### src/rtl/seg_scan_controller.sv
// Four-digit seven-segment scan controller with a frame-synchronised load/ready handshake.
// Optional leading-zero blanking is enabled by defining SEG_LEADING_ZERO_BLANK_EN.
module seg_scan_controller #(
  parameter int PRESCALE = 100000
) (
  input  logic        clock,
  input  logic        reset,
  input  logic [15:0] value_in,
  input  logic [3:0]  blank_mask,
  input  logic        load,
  output logic        ready,
  output logic [3:0]  anode,
  output logic [6:0]  cathode,
  output logic [1:0]  digit_idx,
  output logic        frame_done
);

  localparam int CW = (PRESCALE > 1) ? $clog2(PRESCALE) : 1;
  localparam logic [CW-1:0] LAST = CW'(PRESCALE - 1);

  logic [CW-1:0] presc_q, presc_d;
  logic [1:0]    idx_q, idx_d;
  logic [15:0]   shadow_q, shadow_d;
  logic [15:0]   display_q, display_d;
  logic          ready_q, ready_d;
  logic [3:0]    anode_q, anode_d;
  logic [6:0]    cathode_q, cathode_d;
  logic          frame_done_q, frame_done_d;

  logic          slot_end;
  logic          frame_bnd;
  logic          blank_sel;
  logic [3:0]    nib [4];
  logic [3:0]    lz_blank;

  function automatic logic [6:0] glyph(input logic [3:0] n);
    logic [6:0] g;
    unique case (n)
      4'h0: g = 7'b1000000;
      4'h1: g = 7'b1111001;
      4'h2: g = 7'b0100100;
      4'h3: g = 7'b0110000;
      4'h4: g = 7'b0011001;
      4'h5: g = 7'b0010010;
      4'h6: g = 7'b0000010;
      4'h7: g = 7'b1111000;
      4'h8: g = 7'b0000000;
      4'h9: g = 7'b0010000;
      4'hA: g = 7'b0001000;
      4'hB: g = 7'b0000011;
      4'hC: g = 7'b1000110;
      4'hD: g = 7'b0100001;
      4'hE: g = 7'b0000110;
      default: g = 7'b0001110;
    endcase
    return g;
  endfunction

  // Scan timing and handshake; a capture on a boundary cycle leaves the value pending.
  always_comb begin
    slot_end  = (presc_q == LAST);
    frame_bnd = slot_end && (idx_q == 2'd3);
    presc_d   = slot_end ? '0 : presc_q + 1'b1;
    idx_d     = slot_end ? idx_q + 2'd1 : idx_q;
    shadow_d  = shadow_q;
    display_d = display_q;
    ready_d   = ready_q;
    if (load && ready_q) begin
      shadow_d = value_in;
      ready_d  = 1'b0;
    end else if (frame_bnd && !ready_q) begin
      display_d = shadow_q;
      ready_d   = 1'b1;
    end
    frame_done_d = frame_bnd;
  end

  genvar gi;
  generate
    for (gi = 0; gi < 4; gi++) begin : g_digit
      assign nib[gi] = display_d[gi*4 +: 4];
`ifdef SEG_LEADING_ZERO_BLANK_EN
      if (gi == 0) begin : g_lsd
        assign lz_blank[gi] = 1'b0;
      end else begin : g_upper
        assign lz_blank[gi] = (display_d[15:gi*4] == '0);
      end
`else
      assign lz_blank[gi] = 1'b0;
`endif
    end
  endgenerate

  // Outputs are registered from the post-increment index and post-commit value.
  always_comb begin
    blank_sel = blank_mask[idx_d] | lz_blank[idx_d];
    anode_d   = 4'hF;
    cathode_d = 7'h7F;
    if (!blank_sel) begin
      anode_d   = ~(4'b0001 << idx_d);
      cathode_d = glyph(nib[idx_d]);
    end
  end

  always_ff @(posedge clock) begin
    if (reset) begin
      presc_q      <= '0;
      idx_q        <= 2'd0;
      shadow_q     <= 16'h0000;
      display_q    <= 16'h0000;
      ready_q      <= 1'b1;
      anode_q      <= 4'hF;
      cathode_q    <= 7'h7F;
      frame_done_q <= 1'b0;
    end else begin
      presc_q      <= presc_d;
      idx_q        <= idx_d;
      shadow_q     <= shadow_d;
      display_q    <= display_d;
      ready_q      <= ready_d;
      anode_q      <= anode_d;
      cathode_q    <= cathode_d;
      frame_done_q <= frame_done_d;
    end
  end

  assign ready      = ready_q;
  assign anode      = anode_q;
  assign cathode    = cathode_q;
  assign digit_idx  = idx_q;
  assign frame_done = frame_done_q;

endmodule
### config.mk
export PLATFORM = sky130hd
export DESIGN_NAME = seg_scan_controller
export DESIGN_NICKNAME = d
export VERILOG_FILES = /design/src/rtl/seg_scan_controller.sv
export SDC_FILE = /design/constraint.sdc
export NUM_CORES = 1
export LEC_CHECK = 0
export BUFFER_PORTS_ARGS = -buffer_cell sky130_fd_sc_hd__buf_2
export CAP_MARGIN = 10
export CORE_MARGIN = 4
export CORE_UTILIZATION = 25
export CTS_CLUSTER_DIAMETER = 200
export DETAILED_ROUTE_END_ITERATION = 10
export PLACE_DENSITY = 0.48
export SYNTH_ARGS = -nofsm -noshare
export SYNTH_HDL_FRONTEND = slang
export SYNTH_SLANG_ARGS = --single-unit
### constraint.sdc
create_clock -name clock -period 3.5 [get_ports clock]
set_input_delay 0.35 -clock clock [delete_from_list [all_inputs] [get_ports clock]]
set_output_delay 0.35 -clock clock [all_outputs]
set_load 0.01 [all_outputs]
==> results of run 1 <==
-- cell usage in the layout, fill, tap and decap left out, types with 2 or more instances in the layout --
cell type / count
sky130_fd_sc_hd__a21boi_0: 7
sky130_fd_sc_hd__a21oi_1: 22
sky130_fd_sc_hd__a221oi_1: 2
sky130_fd_sc_hd__buf_2: 37
sky130_fd_sc_hd__buf_4: 8
sky130_fd_sc_hd__bufinv_16: 2
sky130_fd_sc_hd__clkbuf_16: 9
sky130_fd_sc_hd__clkinvlp_4: 2
sky130_fd_sc_hd__dfxtp_1: 64
sky130_fd_sc_hd__ha_1: 8
sky130_fd_sc_hd__inv_1: 17
sky130_fd_sc_hd__inv_6: 3
sky130_fd_sc_hd__mux2i_1: 13
sky130_fd_sc_hd__nand2_1: 43
sky130_fd_sc_hd__nand2b_1: 3
sky130_fd_sc_hd__nand3_1: 8
sky130_fd_sc_hd__nand4_1: 4
sky130_fd_sc_hd__nor2_1: 36
sky130_fd_sc_hd__nor2b_1: 2
sky130_fd_sc_hd__nor3_1: 3
sky130_fd_sc_hd__nor3b_1: 2
sky130_fd_sc_hd__nor4_1: 11
sky130_fd_sc_hd__o21ai_0: 6
sky130_fd_sc_hd__o21ba_2: 8
sky130_fd_sc_hd__o221ai_1: 4
sky130_fd_sc_hd__o22ai_1: 13
sky130_fd_sc_hd__or2_2: 3
sky130_fd_sc_hd__or3_1: 3
sky130_fd_sc_hd__or4_1: 2
sky130_fd_sc_hd__xnor2_1: 6
sky130_fd_sc_hd__xor2_1: 7
-- synthesized netlist by cell type, types with 2 or more instances --
master / n / area, sq um
sky130_fd_sc_hd__a21boi_0: 7 / 52.55
sky130_fd_sc_hd__a21oi_1: 22 / 110.1
sky130_fd_sc_hd__a221oi_1: 2 / 17.52
sky130_fd_sc_hd__buf_2: 3 / 15.01
sky130_fd_sc_hd__buf_6: 4 / 45.04
sky130_fd_sc_hd__clkbuf_1: 12 / 45.04
sky130_fd_sc_hd__dfxtp_1: 64 / 1281
sky130_fd_sc_hd__ha_1: 8 / 100.1
sky130_fd_sc_hd__inv_1: 17 / 63.81
sky130_fd_sc_hd__mux2i_1: 13 / 130.1
sky130_fd_sc_hd__nand2_1: 43 / 161.4
sky130_fd_sc_hd__nand2b_1: 3 / 18.77
sky130_fd_sc_hd__nand3_1: 8 / 40.04
sky130_fd_sc_hd__nand4_1: 4 / 25.02
sky130_fd_sc_hd__nor2_1: 37 / 138.9
sky130_fd_sc_hd__nor2b_1: 2 / 12.51
sky130_fd_sc_hd__nor3_1: 3 / 15.01
sky130_fd_sc_hd__nor3b_1: 2 / 15.01
sky130_fd_sc_hd__nor4_1: 12 / 75.07
sky130_fd_sc_hd__o21ai_0: 6 / 30.03
sky130_fd_sc_hd__o21ba_2: 8 / 80.08
sky130_fd_sc_hd__o221ai_1: 4 / 35.03
sky130_fd_sc_hd__o22ai_1: 13 / 81.33
sky130_fd_sc_hd__or2_2: 3 / 18.77
sky130_fd_sc_hd__or3_1: 3 / 18.77
sky130_fd_sc_hd__or4_1: 2 / 15.01
sky130_fd_sc_hd__xnor2_1: 6 / 52.55
sky130_fd_sc_hd__xor2_1: 7 / 61.31
-- power by group through the flow --
stage	clock, uW	sequential, uW	combinational, uW
floorplan	0	774	41.1
global placement	0	774	69.6
global route	1020	761	78.6
CTS	995	758	70.3
finish	969	758	68.1
detailed placement	0	775	70.1
-- worst max-delay path, cell delays in order (launching register included) --
cell and delay (ns):
sky130_fd_sc_hd__dfxtp_1 0.36, sky130_fd_sc_hd__or4bb_1 0.54, sky130_fd_sc_hd__nor4_4 0.22, sky130_fd_sc_hd__buf_4 0.27, sky130_fd_sc_hd__nand2_4 0.15, sky130_fd_sc_hd__mux2i_1 0.24, sky130_fd_sc_hd__o22ai_1 0.11, sky130_fd_sc_hd__nor2_1 0.26
sky130_fd_sc_hd__inv_1 0.18, sky130_fd_sc_hd__ha_1 0.28, sky130_fd_sc_hd__mux2_4 0.27, sky130_fd_sc_hd__mux2i_1 0.12, sky130_fd_sc_hd__nand2_1 0.06
-- path summary, 6_finish.rpt --
| check | end | startpoint | depth (start not counted) | slack (ns) |
|---|---|---|---|---|
| setup / recovery | cathode[3] | presc_q[12] | 12 | 0.29 |
| hold / removal | shadow_q[1] | value_in[1] | 3 | 0.26 |
| setup reg to reg | cathode[3] | presc_q[12] | 12 | 0.29 |
| hold reg to reg | presc_q[0] | presc_q[0] | 1 | 0.44 |
-- per-stage QoR --
step           cells    util  power, uW  instance area [sq um]
5_1_grt          522  0.3139       1862                   3615
4_1_cts          522  0.3131       1824                   3606
3_5_place_dp     506  0.2848      844.6                   3279
6_report         522  0.3139       1796                   3615
3_3_place_gp     506  0.2848      843.6                   3279
2_1_floorplan    339       -      814.7                   2972
-- flip-flops by register name (all words and copies together), names as in the netlist --
register,flops
presc_q,17
display_q,16
shadow_q,16
cathode,7
anode,4
digit_idx,2
frame_done,1
ready,1
-- final cells by class --
cell class	instances	area, sq um
Inverter	17	63.81
Timing Repair Buffer	45	245.2
Clock buffer	9	225.2
Clock inverter	7	101.3
Sequential cell	64	1281
Fill cell	1203	7901
Multi-Input combinational cell	237	1519
Tap cell	143	178.9
-- logic make-up after synthesis --
family,share of synthesized area
simple gates,0.2341
compound gates,0.1533
fa+ha+maj,0.03369
xor+xnor,0.03832
flops,0.4312
buf+inv,0.06063
mux,0.04884
-- layer usage --
metal,up-vias,GRT usage,part of all wire
met2,38,0.1464,0.41
met4,0,0.05275,0.017
met5,-,0,0
li1,1252,-,-
met3,10,0.02622,0.034
met1,1119,0.1542,0.54
==> results_dict.tcl, run 1 <==
set metrics [dict create \
    maxCapViolCount 0 \
    route.detailed.vias_per_inst 4.634 \
    postCtsSetupRepairBufs 0 \
    clock_power_share 0.540 \
    final-setup-viol-count 0 \
    clock_tree.root_cell "sky130_fd_sc_hd__clkbuf_16" \
    port-buffer-count 37 \
    synth-seq-cells 64 \
    floorplan.die.width_um 117.0 \
    area_growth_from_synthesis_to_layout_pct 21.64 \
    largest_net_degree_at_the_start_of_global_routing 40 \
    critPathMaxFanout 17 \
    syn_area_sq_um 2972 \
    power.switching_uw 390.1 \
    ios 38 \
    critPathCaptureType "register" \
    ant_nets 0 \
    yosys_warnings 0 \
    synth.net_count 370 \
    diodes 0 \
    share_of_async_settable_or_async_resettable_flops_after_synthesis 0 \
    primary_flip_flop_cell_chosen_by_synthesis_mapping "sky130_fd_sc_hd__dfxtp_1" \
    tritoncts_num_sinks 64 \
    tightestPinTransition_ns 0.6873 \
    leakagePower_uw 0.001412 \
    grt_setup_unrepaired "no" \
    insertion_delay_ns 0.33 \
    startpoint_type "register" \
    hold_buffers 0 \
    timing_worst_setup_path_type "register to register" \
    cts_max_path_buffers 2 \
    hold_violations 0 \
    net_total_in_the_final_layout 405 \
    max-slew-margin-rel 0.5418 \
    route.final.wire_length_um 6822 \
    wire_per_inst_um 13.07 \
    hp-class "input pin to register" \
    period_minus_slack_ns 3.209 \
    global_route.overflow_total 0 \
    sw_frac_of_total 0.2172 \
    synth_area_per_cell_sq_um 8.766 \
    cts_tree "built" \
    grt_util_all_layers 0.1067 \
    worst-endpoint-required_ns 3.69 \
    design.die.area_sq_um 13690 \
    synth.lib_cells_used.distinct 49 \
    first_global_vias 2283 \
    pwr_density_nw_per_um2 496.8 \
    ir_worst_vdd_uv 234.9 \
    rows 39 \
    achievable-frequency_ghz 0.3117 \
    cts_repair_resize_count 0 \
    status "completed" \
    dpl_worst_slack_ns 0.2868 \
    synth-edff-count 0 \
    slew_viol_final 0 \
    die_height_um 117.0 \
    min_period_over_period 0.9167 \
    synth-seq-area-share 0.4312 \
    seq_power_share 0.422 \
    htree_levels 3 \
    first_iter_violations 151 \
    first_pass_grt_wire_length_um 11290 \
    synthCells 339 \
    worstPathArrival_ns 3.40 \
    comb_power_share 0.038 \
    post-dp-hpwl_um 5001 \
    finalWeightedCongestion 0.8086 \
    final_critical_path_setup_slack_ns 0.2915 \
    hold_ws_ns 0.2553 \
    vias 2419 \
    route.detailed.drc 0 \
    path_clk_slew_ns 0.06 \
    initial_antenna_violation_count 0 \
    fin_worst_skew_ns 0.007971 \
    post_route_cells_drive_above_1_share 0.2111 \
    drt_pre_antenna_iters 4 \
    power_report.internal_total_uw 1406 \
    setup_tns_ns 0 \
    cts_inserted_buffers 9 \
    floorplan.initialDensity 0.2580 \
    fp.coreArea_sq_um 11520 \
]
(Power assumes the default switching activity.)
==> run 2: changes to the inputs <==
- CORE_ASPECT_RATIO: not set -> 0.75
- RECOVER_POWER: not set -> 100
==> results_dict.tcl, run 2 (same netlist as run 1, synthesis figures left out) <==
set metrics [dict create \
    status "completed" \
    pwr_density_nw_per_um2 481.1 \
    maxCapViolCount 0 \
    min_period_over_period 0.9382 \
    wire_per_inst_um 12.92 \
    hold_violations 0 \
    sw_frac_of_total 0.2142 \
    rows 34 \
    htree_levels 3 \
    worst-endpoint-required_ns 3.72 \
    clock_power_share 0.524 \
    timing_worst_setup_path_type "register to register" \
    ir_worst_vdd_uv 222.5 \
    post-dp-hpwl_um 5220 \
    tritoncts_num_sinks 64 \
    grt_util_all_layers 0.1098 \
    port-buffer-count 37 \
    design.die.area_sq_um 13710 \
    area_growth_from_synthesis_to_layout_pct 21.14 \
    most-common-layout-cells "64 x sky130_fd_sc_hd__dfxtp_1, 43 x sky130_fd_sc_hd__nand2_1, 37 x sky130_fd_sc_hd__nor2_1" \
    setup_tns_ns 0 \
    route.detailed.drc 0 \
    register_name_with_the_most_flops "presc_q" \
    reg.largest.list "presc_q: 17 flops, display_q: 16 flops, shadow_q: 16 flops" \
    first_pass_grt_wire_length_um 11840 \
    cts_repair_resize_count 0 \
    floorplan.die.width_um 133.9 \
    seq_power_share 0.438 \
    worstPathArrival_ns 3.51 \
    fin_util 0.3100 \
    die_height_um 102.4 \
    cts_tree "built" \
    diodes 0 \
    ios 38 \
    fp.coreArea_sq_um 11610 \
    seq_area_sq_um 1281 \
    first_iter_violations 155 \
    insertion_delay_ns 0.33 \
    finalWeightedCongestion 0.8489 \
    power.switching_uw 370.9 \
    largest_register_ffs 17 \
    power_report.internal_total_uw 1361 \
    leakagePower_uw 0.001384 \
    worstRegToRegCells 12 \
    period_minus_slack_ns 3.284 \
    cts_max_path_buffers 2 \
    comb_power_share 0.038 \
    largest_net_degree_at_the_start_of_global_routing 40 \
    grt_setup_unrepaired "no" \
    vias 2439 \
    clock_tree.root_cell "sky130_fd_sc_hd__clkbuf_16" \
    post_route_cells_drive_above_1_share 0.1671 \
    floorplan.initialDensity 0.2559 \
    final-setup-viol-count 0 \
    path_clk_slew_ns 0.05 \
    critPathCaptureType "register" \
    tightestPinTransition_ns 0.9199 \
    max-slew-margin-rel 0.3867 \
    slew_viol_final 0 \
    ant_nets 0 \
    drt_pre_antenna_iters 4 \
    final_total_power_uw 1732 \
    first_global_vias 2360 \
    hold_buffers 0 \
    fin_worst_skew_ns 0.006054 \
    net_total_in_the_final_layout 409 \
    startpoint_type "register" \
    leading_cell_type_in_the_layout_fill_and_taps_excluded "sky130_fd_sc_hd__dfxtp_1" \
    route.final.wire_length_um 7040 \
    critPathMaxFanout 5 \
    achievable-frequency_ghz 0.3045 \
    hp-class "input pin to register" \
    multiInputGateArea_sq_um 1491 \
    cts_inserted_buffers 9 \
    route.detailed.vias_per_inst 4.475 \
    global_route.overflow_total 0 \
    hold_path_depth 3 \
    fillers 1259 \
    initial_antenna_violation_count 0 \
]
[run 2: cell types whose count changed in the layout (fill, tap and decap cells not counted), sizes merged]
cell,change
inv,-3
buf,-13
clkbuf,+19
bufinv,-1
clkinv,+2
[run 2: power groups by stage]
stage          Combinational [uW]  Clock, uW  Sequential [uW]
2_1_floorplan                41.1          0              774
3_3_place_gp                 70.2          0              773
3_5_place_dp                 71.2          0              774
4_1_cts                      71.3        928              758
5_1_grt                      76.8        966              760
6_report                     65.9        908              758
[run 2: timing repair]
action / in CTS / in global routing
endpoints found under the setup margin: 0 / 1
setup buffers: 0 / 2
endpoints found under the hold margin: 0 / 0
[run 2: per-layer routing]
metal	global-route usage	wire length [um]	up-vias
li1	-	-	1254
met1	0.1570	3780	1142
met2	0.1544	2894	36
met3	0.03002	294	7
met4	0.04743	70	0
met5	0	0	-
[run 2: area by class of cell]
type,count,area share
multi-input cells,237,0.4143
flip-flops and latches,64,0.3559
clock buffers,11,0.07021
repair buffers,49,0.07021
well taps,162,0.05631
inverters,17,0.01773
clock inverters,5,0.01529
[run 2: final timing paths]
path | slack [ns] | endpoint | start
worst max-delay path | 0.22 | cathode[3] | presc_q[0]
worst min-delay path | 0.26 | shadow_q[9] | value_in[9]
worst max register to register | 0.22 | cathode[3] | presc_q[0]
worst min register to register | 0.45 | presc_q[0] | presc_q[0]
[run 2: critical path: stages, from the launching register on]
cell	delay [ns]
sky130_fd_sc_hd__dfxtp_1	0.35
sky130_fd_sc_hd__ha_1	0.26
sky130_fd_sc_hd__nand3_1	0.11
sky130_fd_sc_hd__or4_1	0.58
sky130_fd_sc_hd__nor4_1	0.51
sky130_fd_sc_hd__nor2_1	0.17
sky130_fd_sc_hd__o22ai_1	0.19
sky130_fd_sc_hd__or2_1	0.22
sky130_fd_sc_hd__inv_1	0.13
sky130_fd_sc_hd__ha_1	0.21
sky130_fd_sc_hd__mux2_4	0.25
sky130_fd_sc_hd__mux2i_1	0.12
sky130_fd_sc_hd__nand2_1	0.06
[run 2: stage by stage]
| stage | cells | setup slack [ns] | hold WS, ns | area (sq um) |
|---|---|---|---|---|
| finish | 545 | 0.2163 | 0.2586 | 3600 |
| global route | 545 | 0.007190 | 0.2654 | 3600 |
| CTS | 543 | 0.1809 | 0.2476 | 3626 |
| detailed placement | 527 | 0.2105 | 0.4446 | 3318 |
| global placement | 527 | 0.3267 | 0.4323 | 3318 |
| floorplan | 339 | 0.5418 | 0.4175 | 2972 |
==> run 3: changes to the inputs <==
- clock period: 3.5 -> 3.7 ns (I/O delays scaled with it)
==> results_dict.tcl, run 3 (same netlist as run 1, synthesis figures left out) <==
set metrics [dict create \
    status "completed" \
    slew_viol_final 0 \
    placed_cell_area_sq_um 3281 \
    grt_setup_unrepaired "no" \
    period_minus_slack_ns 3.357 \
    initial_antenna_violation_count 0 \
    largest_net_degree_at_the_start_of_global_routing 40 \
    holdCritStartpoint "value_in[10]" \
    floorplan.die.width_um 133.9 \
    hold_path_depth 3 \
    port-buffer-count 37 \
    die_height_um 102.4 \
    worst-endpoint-required_ns 3.88 \
    net_total_in_the_final_layout 402 \
    largest_register_ffs 17 \
    cts_max_path_buffers 2 \
    hp-class "input pin to register" \
    finalWeightedCongestion 0.8448 \
    ant_nets 0 \
    pwr_density_nw_per_um2 433.9 \
    wire_per_inst_um 12.72 \
    insertion_delay_ns 0.33 \
    hold_violations 0 \
    post_layout_nonfiller_instances 535 \
    design.die.area_sq_um 13710 \
    achievable-frequency_ghz 0.2979 \
    placed_cells_incl_taps 522 \
    diodes 0 \
    reg.largest.list "presc_q: 17 flops, display_q: 16 flops, shadow_q: 16 flops" \
    clock_power_share 0.487 \
    power_report.internal_total_uw 1209 \
    area_growth_from_synthesis_to_layout_pct 18.27 \
    ir_worst_vdd_uv 191.6 \
    vias 2395 \
    route.detailed.drc 0 \
    hold_buffers 0 \
    most-common-layout-cells "64 x sky130_fd_sc_hd__dfxtp_1, 43 x sky130_fd_sc_hd__nand2_1, 37 x sky130_fd_sc_hd__nor2_1" \
    tightestPinTransition_ns 0.9165 \
    power.switching_uw 315.9 \
    cts_repair_resize_count 0 \
    startpoint_type "register" \
    clock_tree.root_cell "sky130_fd_sc_hd__clkbuf_16" \
    postCtsSetupRepairBufs 0 \
    timing_worst_setup_path_type "register to register" \
    rows 34 \
    critPathMaxFanout 14 \
    min_period_over_period 0.9073 \
    worstPathArrival_ns 3.54 \
    fp.coreArea_sq_um 11610 \
    register_name_with_the_most_flops "presc_q" \
    dpl_worst_slack_ns 0.3206 \
    route.final.wire_length_um 6807 \
    route.detailed.vias_per_inst 4.477 \
    sw_frac_of_total 0.2072 \
    critPathCaptureType "register" \
    global_route.overflow_total 0 \
    worstRegToRegCells 12 \
    fin_worst_skew_ns 0.008739 \
    path_clk_slew_ns 0.05 \
    leakagePower_uw 0.001321 \
    design_area_sq_um 3515 \
    reg2reg_setup_slack_ns 0.34 \
    post_route_cells_drive_above_1_share 0.1475 \
    htree_levels 3 \
    maxCapViolCount 0 \
    grt_util_all_layers 0.1049 \
    critical_register_to_register_path_endpoint "cathode[3]" \
    first_iter_violations 172 \
    post-dp-hpwl_um 5026 \
    floorplan.initialDensity 0.2559 \
    final-setup-viol-count 0 \
    fillers 1229 \
    comb_power_share 0.042 \
    max-slew-margin-rel 0.3890 \
    final_critical_path_setup_slack_ns 0.3431 \
    hold_path_end "shadow_q[10]" \
    tritoncts_num_sinks 64 \
    first_global_vias 2333 \
    setup_tns_ns 0 \
    ios 38 \
    cts_inserted_buffers 9 \
    cts_tree "built" \
    timing.rr.start "presc_q[0]" \
    leading_cell_type_in_the_layout_fill_and_taps_excluded "sky130_fd_sc_hd__dfxtp_1" \
    first_pass_grt_wire_length_um 11330 \
    seq_power_share 0.471 \
    drt_pre_antenna_iters 4 \
]
## run 3: worst max path at each step
stage                     from    endpoint  slack [ns]
floorplan           presc_q[0]  cathode[3]        0.74
global placement    presc_q[0]  cathode[3]        0.40
detailed placement  presc_q[0]  cathode[3]        0.32
CTS                 presc_q[0]  cathode[3]        0.31
global route        presc_q[0]  cathode[3]        0.02
finish              presc_q[0]  cathode[3]        0.34
## run 3: area by class of cell
cell class	instances	area, sq um	share of cell area
Tap cell	162	202.7	0.05767
Multi-Input combinational cell	237	1501	0.4272
Clock buffer	12	256.5	0.07298
Sequential cell	64	1281	0.3645
Clock inverter	1	5.005	0.001424
Timing Repair Buffer	42	203.9	0.05803
Inverter	17	63.81	0.01816
## run 3: per-layer routing
metal	vias to the layer above	track usage	share of wire
li1	1231	-	-
met1	1095	0.1380	0.50
met2	62	0.1552	0.42
met3	7	0.04478	0.064
met4	0	0.03557	0.012
met5	-	0	0
## run 3: worst max-delay path: stages, from the launching register on
cell	delay (ns)
sky130_fd_sc_hd__dfxtp_1	0.35
sky130_fd_sc_hd__ha_1	0.26
sky130_fd_sc_hd__nand3_1	0.11
sky130_fd_sc_hd__or4_1	0.73
sky130_fd_sc_hd__nor4_1	0.43
sky130_fd_sc_hd__nor2_1	0.14
sky130_fd_sc_hd__o22ai_1	0.19
sky130_fd_sc_hd__or2_1	0.22
sky130_fd_sc_hd__inv_1	0.12
sky130_fd_sc_hd__ha_1	0.21
sky130_fd_sc_hd__mux2_4	0.25
sky130_fd_sc_hd__mux2i_1	0.12
sky130_fd_sc_hd__nand2_1	0.07
## run 3: power groups by stage
stage / sequential (uW) / clock [uW] / combinational (uW)
detailed placement: 732 / 0 / 66.5
CTS: 718 / 765 / 66.7
finish: 718 / 743 / 63.9
global placement: 731 / 0 / 66.2
global route: 720 / 798 / 74.2
floorplan: 732 / 0 / 38.9
## run 3: stage by stage
stage | hold WS [ns] | util | total power, uW
3_5_place_dp | 0.4471 | 0.2825 | 798.1
2_1_floorplan | 0.4175 | - | 770.7
4_1_cts | 0.2668 | 0.3050 | 1550
3_3_place_gp | 0.4323 | 0.2825 | 797.3
5_1_grt | 0.2754 | 0.3026 | 1592
6_report | 0.2763 | 0.3026 | 1525
